## config.mk

```make
export PLATFORM = sky130hd
export DESIGN_NAME = ps2_scancode_rx
export DESIGN_NICKNAME = d
export VERILOG_FILES = /design/src/rtl/ps2_pkg.sv /design/src/rtl/ps2_sync_filter.sv /design/src/rtl/ps2_scancode_rx.sv
export SDC_FILE = /design/constraint.sdc
export NUM_CORES = 1
export LEC_CHECK = 0
export ABC_CLOCK_PERIOD_IN_PS = 2300
export CORE_ASPECT_RATIO = 0.6
export CORE_MARGIN = 2
export CORE_UTILIZATION = 50
export CTS_BUF_LIST = sky130_fd_sc_hd__clkbuf_16
export CTS_CLUSTER_SIZE = 30
export DETAILED_ROUTE_END_ITERATION = 10
export PLACE_DENSITY = 0.77
export SLEW_MARGIN = 20
export SYNTH_ARGS = -nofsm -noshare
export SYNTH_HDL_FRONTEND = slang
export SYNTH_SLANG_ARGS = --single-unit
export TNS_END_PERCENT = 5
```

## constraint.sdc

```tcl
create_clock -name clk_in -period 2.3 [get_ports clk_in]
set_input_delay 0.46 -clock clk_in [delete_from_list [all_inputs] [get_ports clk_in]]
set_output_delay 0.46 -clock clk_in [all_outputs]
set_load 0.01 [all_outputs]
```

## src/rtl/ps2_pkg.sv

```systemverilog
// ps2_pkg: shared frame states, scancode constants and timeout sizing for the PS/2 receiver.
package ps2_pkg;
    typedef enum logic [1:0] {IDLE, DATA, PARITY, STOP} state_e;
    localparam logic [7:0] SC_EXT   = 8'hE0;
    localparam logic [7:0] SC_BRK   = 8'hF0;
    localparam logic [7:0] SC_ENTER = 8'h5A;
    localparam logic [7:0] SC_BKSP  = 8'h66;
    function automatic int timeout_cycles(input int freq_hz, input int us);
        return int'((longint'(freq_hz) * longint'(us)) / 64'd1_000_000);
    endfunction
endpackage

```

## src/rtl/ps2_sync_filter.sv

```systemverilog
// ps2_sync_filter: synchronizes the raw PS/2 pins and glitch-filters the clock into a falling-edge strobe.
module ps2_sync_filter #(
    parameter int FILTER_LEN = 4
) (
    input  logic clk_in,
    input  logic rst_in,
    input  logic ps2_clk_i,
    input  logic ps2_data_i,
    output logic fall_o,
    output logic data_o
);
    localparam int CW = $clog2(FILTER_LEN) + 1;
    logic [1:0]    csync_q, dsync_q;
    logic [CW-1:0] cnt_q;
    logic          filt_q, fall_q;
    always_ff @(posedge clk_in) begin
        if (!rst_in) begin
            csync_q <= '1;
            dsync_q <= '1;
            cnt_q   <= '0;
            filt_q  <= 1'b1;
            fall_q  <= 1'b0;
        end else begin
            csync_q <= {csync_q[0], ps2_clk_i};
            dsync_q <= {dsync_q[0], ps2_data_i};
            fall_q  <= 1'b0;
            // filtered level flips only after FILTER_LEN consecutive disagreeing samples
            if (csync_q[1] == filt_q) begin
                cnt_q <= '0;
            end else if (cnt_q == CW'(FILTER_LEN - 1)) begin
                filt_q <= csync_q[1];
                cnt_q  <= '0;
                fall_q <= filt_q;
            end else begin
                cnt_q <= cnt_q + CW'(1);
            end
        end
    end
    assign fall_o = fall_q;
    assign data_o = dsync_q[1];
endmodule

```

## src/rtl/ps2_scancode_rx.sv

```systemverilog
// ps2_scancode_rx: PS/2 device-to-host frame receiver that folds E0/F0 prefixes into single decoded key events.
module ps2_scancode_rx
    import ps2_pkg::*;
#(
    parameter int CLK_FREQ_HZ = 74_250_000,
    parameter int TIMEOUT_US  = 200,
    parameter int FILTER_LEN  = 4
) (
    input  logic       clk_in,
    input  logic       rst_in,
    input  logic       ps2_clk_in,
    input  logic       ps2_data_in,
    output logic [7:0] code_out,
    output logic       valid_out,
    output logic       extended_out,
    output logic       release_out,
    output logic       key_pressed_out,
    output logic       enter_pressed_out,
    output logic       bksp_pressed_out,
    output logic       frame_err_out
);
    localparam int TO_CYC = timeout_cycles(CLK_FREQ_HZ, TIMEOUT_US);
    localparam int TW     = $clog2(TO_CYC) + 1;
    state_e        state_q;
    logic [2:0]    cnt_q;
    logic [7:0]    sh_q, code_q;
    logic [TW-1:0] to_q;
    logic          par_q, ext_q, brk_q;
    logic          valid_q, ext_out_q, rel_q, key_q, enter_q, bksp_q, err_q;
    logic          fall, bit_in, good_d;
    ps2_sync_filter #(.FILTER_LEN(FILTER_LEN)) u_sync (
        .clk_in     (clk_in),
        .rst_in     (rst_in),
        .ps2_clk_i  (ps2_clk_in),
        .ps2_data_i (ps2_data_in),
        .fall_o     (fall),
        .data_o     (bit_in)
    );
    assign good_d = ((^sh_q) ^ par_q) & bit_in;
    always_ff @(posedge clk_in) begin
        if (!rst_in) begin
            state_q   <= IDLE;
            cnt_q     <= '0;
            sh_q      <= '0;
            par_q     <= 1'b0;
            to_q      <= '0;
            ext_q     <= 1'b0;
            brk_q     <= 1'b0;
            code_q    <= '0;
            valid_q   <= 1'b0;
            ext_out_q <= 1'b0;
            rel_q     <= 1'b0;
            key_q     <= 1'b0;
            enter_q   <= 1'b0;
            bksp_q    <= 1'b0;
            err_q     <= 1'b0;
        end else begin
            valid_q <= 1'b0;
            key_q   <= 1'b0;
            enter_q <= 1'b0;
            bksp_q  <= 1'b0;
            err_q   <= 1'b0;
            if (fall) begin
                to_q <= '0;
                case (state_q)
                    IDLE: begin
                        if (!bit_in) begin
                            state_q <= DATA;
                            cnt_q   <= '0;
                        end else begin
                            err_q <= 1'b1;
                        end
                    end
                    DATA: begin
                        sh_q  <= {bit_in, sh_q[7:1]};
                        cnt_q <= cnt_q + 3'd1;
                        if (cnt_q == 3'd7) state_q <= PARITY;
                    end
                    PARITY: begin
                        par_q   <= bit_in;
                        state_q <= STOP;
                    end
                    STOP: begin
                        state_q <= IDLE;
                        if (!good_d) begin
                            err_q <= 1'b1;
                            ext_q <= 1'b0;
                            brk_q <= 1'b0;
                        end else if (sh_q == SC_EXT) begin
                            ext_q <= 1'b1;
                        end else if (sh_q == SC_BRK) begin
                            brk_q <= 1'b1;
                        end else begin
                            code_q    <= sh_q;
                            ext_out_q <= ext_q;
                            rel_q     <= brk_q;
                            valid_q   <= 1'b1;
                            enter_q   <= !brk_q && sh_q == SC_ENTER;
                            bksp_q    <= !brk_q && !ext_q && sh_q == SC_BKSP;
                            key_q     <= !brk_q && !ext_q && sh_q != SC_ENTER && sh_q != SC_BKSP;
                            ext_q     <= 1'b0;
                            brk_q     <= 1'b0;
                        end
                    end
                endcase
            end else if (state_q != IDLE) begin
                if (to_q == TW'(TO_CYC - 1)) begin
                    to_q    <= '0;
                    state_q <= IDLE;
                    err_q   <= 1'b1;
                    ext_q   <= 1'b0;
                    brk_q   <= 1'b0;
                end else begin
                    to_q <= to_q + TW'(1);
                end
            end
        end
    end
    assign code_out          = code_q;
    assign valid_out         = valid_q;
    assign extended_out      = ext_out_q;
    assign release_out       = rel_q;
    assign key_pressed_out   = key_q;
    assign enter_pressed_out = enter_q;
    assign bksp_pressed_out  = bksp_q;
    assign frame_err_out     = err_q;
endmodule

```

* Yosys cells after proc, flatten, opt, wreduce, memory -nomap -nowiden
Index checks and enable logic that the tools add are counted.
** Operators by class
- Equal/unequal tests :: 19
- Bitwise logic cells :: 10
- Multiplexer cells :: 28
- Reduce and logical (&&, ||, !) cells :: 26
- $add $sub $neg :: 3
** Operator list (number)
- 1-bit two-way mux :: 18
- 8-bit by 7-bit equality test with 1-bit output, second input constant :: 2
- 8-bit equality test, second input constant :: 2
- 8-bit by 7-bit != test with 1-bit output, second input constant :: 2
- 15-bit by 1-bit adder with 15-bit output, second input constant :: 1
- 15-bit by 14-bit equality test with 1-bit output, second input constant :: 1
- 15-bit two-way mux :: 1
- 4-bit AND reduction :: 3
- 2-bit two-way mux :: 5
- 3-bit != test, second input constant :: 3
- 1-bit NOT :: 8
- 2-bit one-hot mux with 4 select lines :: 1
- 2-bit nonzero test :: 4
- 8-bit XOR reduction :: 1
- 3-bit by 1-bit adder with 3-bit output, second input constant :: 2
- 3-bit one-hot mux with 2 select lines :: 1
- 2-bit AND reduction :: 3
- 3-bit OR reduction :: 2
- 6-bit OR reduction :: 1
- 1-bit logical AND :: 5
- 5-bit AND reduction :: 1
- 5-bit OR reduction :: 1
- 2-bit equality test, second input constant :: 2
- 2-bit != test, second input constant :: 2
- other kinds (13) :: 14
** Storage, ports and cells
- Flip-flop bits (word level) :: 55

* Logic depth before layout (Yosys ltp)
Gate-level depths: netlist of the first run.
- Word-level depth :: 6
- Mapped depth :: 8

* Modules after synthesis
A second synthesis of the first run with hierarchy kept.
** Unflattened totals
- Cells, all modules :: 281
- Area, all modules :: 2519.9 um^2
** By module, submodules not included
- ps2_scancode_rx :: area each 2222.1 um^2, seq. area each 920.9 um^2, instances 1, cells an instance 258
- ps2_sync_filter :: area each 297.8 um^2, seq. area each 180.2 um^2, instances 1, cells an instance 23

* Worst setup path after synthesis of the first run
No wires, ideal clock.
- Kind :: flip-flop to flip-flop
- Start point :: register sh_q[2]
- End point :: register bksp_q (netlist: bksp_pressed_out)
- Buffers on the path :: 1
- Slack :: 367 ps
- Cell stages (with the launch flop) :: 9
- Setup time :: 92 ps
- Arrival :: 1841 ps
- Path through :: dfxtp_1 > inv_1 > ha_1 > xnor3_1 > xnor2_1 > nor3_2 > buf_4 > inv_2 > nor4_1
** Between the ends
- Word-level cells in the longest chain between the ends :: 5
** Ends and longest elaborated chain
- start, declared :: RTL line ps2_scancode_rx.sv:26 : logic [7:0] sh_q, code_q;
- start signal, assigned :: RTL line ps2_scancode_rx.sv:75 : sh_q <= {bit_in, sh_q[7:1]};
- 8-bit XOR reduction :: RTL line ps2_scancode_rx.sv:39 : assign good_d = ((^sh_q) ^ par_q) & bit_in;
- 1-bit XOR :: RTL line ps2_scancode_rx.sv:39
- 1-bit bitwise AND :: RTL line ps2_scancode_rx.sv:39
- 1-bit NOT (no line)
- 6-bit OR reduction (no line)
- end signal, assigned :: RTL line ps2_scancode_rx.sv:55 : bksp_q <= 1'b0;
- end signal, assigned :: RTL line ps2_scancode_rx.sv:61 : bksp_q <= 1'b0;
- end signal, assigned :: RTL line ps2_scancode_rx.sv:99 : bksp_q <= !brk_q && !ext_q && sh_q == SC_BKSP;
- end, declared :: RTL line ps2_scancode_rx.sv:29 : logic valid_q, ext_out_q, rel_q, key_q, enter_q, bksp_q, err_q;
Several ways; a longest one is shown, not always the timed one.
A chain may end at the register's enable or synchronous reset.

* Worst setup path after layout of the first run
- Start point :: register state_q[0]
- End point :: register brk_q
** Between the ends
- Word-level cells in the longest chain between the ends :: 3
** Ends and longest elaborated chain
- start, declared :: RTL line ps2_scancode_rx.sv:24 : state_e state_q;
- start signal, assigned :: RTL line ps2_scancode_rx.sv:42 : state_q <= IDLE;
- start signal, assigned :: RTL line ps2_scancode_rx.sv:68 : state_q <= DATA;
- start signal, assigned :: RTL line ps2_scancode_rx.sv:77 : if (cnt_q == 3'd7) state_q <= PARITY;
- 2-bit equality test / 2-bit nonzero test (equally long branches) :: RTL line ps2_scancode_rx.sv:65, ps2_scancode_rx.sv:106
- 2-bit != test (no line) / 2-bit nonzero test (equally long branches)
- 4-bit AND reduction (no line) *
- end signal, assigned :: RTL line ps2_scancode_rx.sv:88 : brk_q <= 1'b0;
- end signal, assigned :: RTL line ps2_scancode_rx.sv:92 : brk_q <= 1'b1;
- end signal, assigned :: RTL line ps2_scancode_rx.sv:102 : brk_q <= 1'b0;
- end, declared :: RTL line ps2_scancode_rx.sv:28 : logic par_q, ext_q, brk_q;
Every way passes the cells marked *; elsewhere a longest branch is shown, timed or not.

==> impl_metrics.csv, run 1 <==
group,metric,value,unit
worst_setup_path,r2r_slack,150,ps
power,peakVddDrop,0.000310,V
die,die_area,5590,sq um
cts,clock_latency,290,ps
place,place_congestion,0.841,
die,fp-row-count,19,
die,die_h,58.7,um
grt,overflow,0,
drt,firstDrtPassIters,4,
synthesis,ys_warn_count,0,
synthesis,syn_nets,308,
die,dieWidth,95.2,um
sta,fin_ws,152,ps
synthesis,synth_area,2490,sq um
power,powerDensity,581,nW/um^2
outcome,status,"completed",
final_layout,area_delta_synth_final,17.9,%
sta,rsz0062_at_grt,"false",
synthesis,syn_area_per_cell,8.78,sq um
cts,postCtsSetupRepairBufs,0,
worst_setup_path,r2r_end,"brk_q",
cts,cts.sinks,55,
synthesis,ys_async_sr_fraction,0,
sta,relSlewSlack,0.666,
sta,fin_tns_setup,0,ps
worst_setup_path,cp-start-kind,"flop",
cts,cts.path.max_buffers,2,
worst_setup_path,cp_data_arrival_time,2350,ps
drt,drtIter0Drc,89,
drt,via_per_inst,5.24,
place,port_buffers,18,
cts,root_buffer,"clkbuf_16",
cts,htreeDepth,2,
worst_setup_path,critical_path_required,2500,ps
synthesis,synth-edff-count,0,
final_layout,fill_cells,420,
sta,hold_ws,405,ps
final_layout,final_core_util,0.628,
worst_setup_path,r2r_cells,7,
grt,grt_util_all_layers,0.199,
drt,vias,1948,
worst_setup_path,r2r_start,"state_q[0]",
sta,fin_crit_sh,0.934,
worst_setup_path,cp_max_fo,5,
worst_setup_path,critical_path.startpoint,"state_q[0]",
sta,fin_skew,4.41,ps
cts,cts_tree,"built",
synthesis,synth_top_area_share,0.441,
synthesis,ys_types,36,
final_layout,antennaDiodeCount,0,
drt,drcViolationCount,0,
cts,clk_pin_slew,60,ps
place,dp_slack,118,ps
worst_setup_path,endpoint_kind,"flop",
drt,detail_route.wl_per_cell,13.3,um
cts,cts_made_buffers,5,
sta,finalSetupViolCount,0,
final_layout,multi_input_area,1280,sq um
synthesis,synth.most_common_cell,"dfxtp_1",
grt,grt_pass1_vias,1732,
worst_hold_path,hold_path_class,"reg -> reg",
synthesis,synth-seq-cells,55,
synthesis,ys_dominant_reg_cell,"dfxtp_1",
die,core,4680,sq um
synthesis,ys_seq_area_frac,0.441,
drt,final_antenna_net_count,0,
power,cellLeakagePower,1.07,nW
sta,max_clock_freq,466,MHz
grt,grt_pass1_wl,8400,um
grt,grt_start_max_net_pins,30,
die,top_level_ports,19,
final_layout,regArea,1100,sq um
sta,hold_violations,0,
sta,min_period,2150,ps
sta,finalMaxSlewViolations,0,
die,initial_core_util,0.533,
place,hpwl,3610,um
sta,max_slew.worst_pin.slew,499,ps
worst_setup_path,cp-endpoint,"brk_q",
synthesis,synthTopCellsByCount,"dfxtp_1 (55), nand2_1 (35), nor2_1 (29)",
synthesis,netlist_instances,284,
final_layout,drive_above_1_share,0.0647,
worst_setup_path,critPathKind,"reg -> reg",
synthesis,yosysTopAreaCell,"dfxtp_1",
final_layout,fin_nets,332,
job,cap_violations,0,
grt,antenna_found_initial,0,
synthesis,synthTopCellsByArea,"dfxtp_1 (44%), ha_1 (10%), nand2_1 (5.3%)",
drt,drt_wl_total,4940,um
-- critical path, cell delays in order, from the launching register on --
cell,delay [ps]
dfxtp_1,400
inv_1,100
ha_1,270
nor4b_1,320
nand4_1,200
o21ai_0,270
o41a_1,250
mux2i_1,260
-- layout by cell type (no fill, tap or decap), types with 4 or more instances in the layout --
master and n:
dfxtp_1 54, xor2_1 9, buf_4 9, nor2b_1 4, nand2_1 35, clkdlybuf4s50_1 18, o21ai_0 17, ha_1 20
a21boi_0 9, nand3_1 21, nand3b_1 5, nand4_1 7, nor2_1 29, nand2b_1 5, inv_1 18, xnor2_1 8
clkbuf_16 5
-- state kept, by name, summed over array words and instances (netlist names) --
signal             flops
u_sync.filt_q          1
u_sync.dsync_q         2
u_sync.fall_o          1
frame_err_out          1
sh_q                   8
valid_out              1
bksp_pressed_out       1
par_q                  1
enter_pressed_out      1
u_sync.csync_q         2
ext_q                  1
key_pressed_out        1
code_out               8
u_sync.cnt_q           3
release_out            1
brk_q                  1
cnt_q                  3
state_q                2
extended_out           1
to_q                  15
-- worst min-delay path by stage --
stage / endpoint / start / cells after the start / slack, ps
2_1_floorplan: u_sync.csync_q[1] / u_sync.csync_q[0] / 1 / 390
3_3_place_gp: u_sync.csync_q[1] / u_sync.csync_q[0] / 1 / 390
3_5_place_dp: u_sync.dsync_q[1] / u_sync.dsync_q[0] / 1 / 400
4_1_cts: u_sync.dsync_q[1] / u_sync.dsync_q[0] / 1 / 410
5_1_grt: u_sync.csync_q[1] / u_sync.csync_q[0] / 1 / 430
6_report: u_sync.dsync_q[1] / u_sync.dsync_q[0] / 1 / 410
-- cells by family after synthesis --
family,count (synthesis),synth area share
compound gates,35,0.0883
mux,3,0.0120
xor+xnor,18,0.0687
buf+inv,29,0.0461
fa+ha+maj,20,0.100
simple gates,124,0.243
flops,55,0.441
-- where the power goes --
| group | switching (mW) | internal (mW) | total [mW] |
|---|---|---|---|
| combinational | 0.0188 | 0.0155 | 0.0343 |
| sequential | 0.00225 | 0.956 | 0.958 |
| clock | 0.323 | 0.394 | 0.718 |
-- stage by stage --
stage               cell area (sq um)  power [mW]  std cells
detailed placement               2800        1.01        364
global route                     2940        1.76        372
global placement                 2800        1.01        364
finish                           2940        1.71        372
floorplan                        2490       0.999        284
CTS                              2940        1.72        372
-- layout make-up --
type                            count  area share
Clock buffer                        5      0.0426
Tap cell                           63      0.0268
Timing Repair Buffer               29      0.0949
Multi-Input combinational cell    200       0.435
Inverter                           17      0.0217
Clock inverter                      3     0.00426
Sequential cell                    55       0.375
-- metal layers --
layer | vias up | part of all wire | wire (um) | global-route usage
met5 | - | 0 | 0 | 0
met4 | 0 | 0.014 | 71 | 0.0704
met3 | 8 | 0.071 | 351 | 0.0461
met2 | 45 | 0.41 | 2030 | 0.279
met1 | 901 | 0.50 | 2490 | 0.299
li1 | 994 | - | - | -
-- repair_timing --
action | 4_1_cts | 5_1_grt
setup endpoints to repair | 0 | 4
gates resized for setup | 0 | 2
hold buffers | 0 | 0
(Power assumes the default switching activity.)
==> run 2, diff against run 1 <==
--- a/config.mk
+++ b/config.mk
@@ -16,5 +16,6 @@
 export SLEW_MARGIN = 20
 export SYNTH_ARGS = -nofsm -noshare
 export SYNTH_HDL_FRONTEND = slang
+export SYNTH_HIERARCHICAL = 1
 export SYNTH_SLANG_ARGS = --single-unit
 export TNS_END_PERCENT = 5
==> run 2 against run 1 <==
Clock-buffer cell count is the same. Critical path depth decreased by 1. Register-to-register slack worse by 60 ps. Routed wire length down 1.6%. Non-clock buffer count decreased by 5. Total power increased by 14%. Largest power group is now the clock network. Maximum frequency down 2.5%. Core utilization is 0.67 points higher. Sequential power hardly changed.
==> impl_metrics.csv, run 2 <==
group,metric,value,unit
outcome,status,"completed",
cts,postCtsSetupRepairBufs,0,
place,port_buffers,18,
worst_setup_path,r2r_cells,6,
synthesis,synth-seq-cells,55,
final_layout,postLayoutCellArea,2990,sq um
final_layout,final_cell_mix,"dfxtp_1 (55), nand2_1 (32), nand3_1 (25), ha_1 (21), nor2_1 (20)",
worst_setup_path,crit_slowest_cell,"or3_1",
sta,fin_tns_setup,0,ps
worst_setup_path,cp_max_fo,7,
sta,relSlewSlack,0.645,
job,cap_violations,0,
worst_setup_path,critical_path_required,2490,ps
sta,min_period,2200,ps
cts,cts.sinks,55,
grt,grt_start_max_net_pins,30,
final_layout,regArea,1100,sq um
worst_setup_path,endpoint_kind,"flop",
synthesis,ys_seq_area_frac,0.437,
worst_hold_path,hold_start,"u_sync/dsync_q[0]",
worst_hold_path,whs_path_depth,1,
die,initial_core_util,0.535,
sta,rsz0062_at_grt,"false",
worst_setup_path,cp_data_arrival_time,2390,ps
sta,hold_ws,414,ps
final_layout,final_common_cell,"dfxtp_1",
final_layout,multi_input_area,1330,sq um
final_layout,fin_cells,364,
cts,cts_hold_buffers,0,
worst_setup_path,r2r_slack,100,ps
power,cellLeakagePower,1.07,nW
cts,root_buffer,"clkbuf_16",
cts,clock_latency,290,ps
final_layout,antennaDiodeCount,0,
grt,overflow,0,
sta,max_slew.worst_pin.slew,529,ps
place,dp_cells,356,
synthesis,ys_warn_count,6,
worst_setup_path,cp-start-kind,"flop",
worst_setup_path,critPathKind,"reg -> reg",
die,core,4710,sq um
sta,fin_ws,96.5,ps
power,powerDensity,652,nW/um^2
synthesis,synth_area,2520,sq um
grt,grt_pass1_wl,7830,um
worst_hold_path,min_to,"u_sync/dsync_q[1]",
drt,detail_route.wl_per_cell,13.4,um
final_layout,drive_above_1_share,0.0664,
cts,cts_made_buffers,5,
cts,cts.path.max_buffers,2,
drt,firstDrtPassIters,4,
worst_hold_path,hold_path_class,"reg -> reg",
drt,vias,1919,
die,die_area,5640,sq um
place,placedInstanceArea,2780,sq um
worst_setup_path,r2r_end,"bksp_pressed_out",
synthesis,ys_types,37,
die,top_level_ports,19,
die,fp-row-count,19,
synthesis,synthTopCellsByArea,"dfxtp_1 (44%), ha_1 (10%), nand3_1 (5.2%)",
grt,antenna_found_initial,0,
synthesis,synth.most_common_cell,"dfxtp_1",
synthesis,syn_nets,306,
die,dieWidth,95.7,um
drt,final_antenna_net_count,0,
sta,hold_violations,0,
place,hpwl,3420,um
synthesis,synthTopCellsByCount,"dfxtp_1 (55), nand2_1 (32), nand3_1 (26)",
synthesis,netlist_instances,281,
final_layout,fin_nets,325,
cts,htreeDepth,2,
grt,grt_pass1_vias,1692,
worst_setup_path,cpLargestDelayFamily,"simple AND/OR/NAND/NOR gates",
worst_setup_path,critPathMaxStageDelay,500,ps
worst_setup_path,r2r_start,"sh_q[1]",
drt,drtIter0Drc,94,
final_layout,final_core_util,0.635,
sta,max_clock_freq,454,MHz
worst_setup_path,crit_buf_inv,1,
sta,fin_skew,5.80,ps
cts,clk_pin_slew,70,ps
final_layout,area_delta_synth_final,18.5,%
final_layout,largest-register,"to_q",
final_layout,fill_cells,381,
place,place_congestion,0.847,
drt,drt_wl_total,4870,um
power,p_total,1.95,mW
die,die_h,59.0,um
synthesis,synth_top_area_share,0.437,
drt,drcViolationCount,0,
cts,cts_tree,"built",
synthesis,syn_area_per_cell,8.97,sq um
grt,grt_util_all_layers,0.181,
sta,fin_crit_sh,0.958,
sta,finalSetupViolCount,0,
synthesis,yosysTopAreaCell,"dfxtp_1",
power,peakVddDrop,0.000447,V
synthesis,ys_async_sr_fraction,0,
drt,via_per_inst,5.27,
place,dp_slack,185,ps
sta,finalMaxSlewViolations,0,
synthesis,ys_dominant_reg_cell,"dfxtp_1",
final_layout,largest_reg_flops,15,
worst_setup_path,path_cells,"inv_1, ha_1, xnor3_1, xnor2_1, or3_1, nor4_2",
synthesis,synth-edff-count,0,
## run 2: changes by cell type after synthesis, sizes merged, moves of 3 or more
cell / before / now
nor2: 29 / 20
nand3b: 5 / 1
nand2: 35 / 32
nor4b: 2 / 5
nand3: 21 / 26
## run 2: area by class of cell
class	count	share of cell area
inverters	16	0.0201
well taps	63	0.0264
clock inverters	3	0.0226
flip-flops and latches	55	0.369
clock buffers	5	0.0419
multi-input cells	198	0.445
repair buffers	24	0.0754
## run 2: timing repair
item                       4_1_cts  5_1_grt
resized for setup                0        3
setup endpoints to repair        0        6
hold endpoints to repair         0        0
## run 2: metal layers
layer  vias to the layer above  track usage  wire (um)
met5                         -            0          0
met3                         2       0.0471        211
met2                        38        0.253       1960
met1                       884        0.275       2670
li1                        995            -          -
met4                         0       0.0469         16
## run 2: cell families (layout without fill, tap and decap cells)
| logic type | Yosys count | in the layout | synth area share |
|---|---|---|---|
| multiplexers | 3 | 3 | 0.0119 |
| flip-flops | 55 | 55 | 0.437 |
| AO/OA/AOI/OAI | 35 | 35 | 0.0849 |
| XOR/XNOR | 18 | 18 | 0.0680 |
| buffers and inverters | 28 | 48 | 0.0427 |
| adder cells (fa/ha/maj) | 21 | 21 | 0.104 |
| AND/OR/NAND/NOR | 121 | 121 | 0.251 |
## run 2: how the worst max path moves through the flow
stage / cells past startpoint / slack (ps) / to / startpoint
final: 6 / 100 / bksp_pressed_out / sh_q[1]
after global routing: 6 / 4 / bksp_pressed_out / sh_q[0]
after CTS: 6 / 70 / bksp_pressed_out / sh_q[1]
after detailed placement: 6 / 190 / bksp_pressed_out / sh_q[1]
after global placement: 6 / 240 / bksp_pressed_out / sh_q[1]
after floorplan: 7 / 310 / bksp_pressed_out / sh_q[1]
## run 2: report_power, final
| part | switching, mW | internal [mW] | total (mW) |
|---|---|---|---|
| registers | 0.00226 | 0.955 | 0.958 |
| logic | 0.0189 | 0.0130 | 0.0318 |
| clock network | 0.336 | 0.623 | 0.959 |
| total | 0.357 | 1.59 | 1.95 |
## run 2: worst register-to-register path: stages (launching register included)
cell     delay, ps
dfxtp_1        410
inv_1           60
ha_1           280
xnor3_1        350
xnor2_1        200
or3_1          500
nor4_2         310
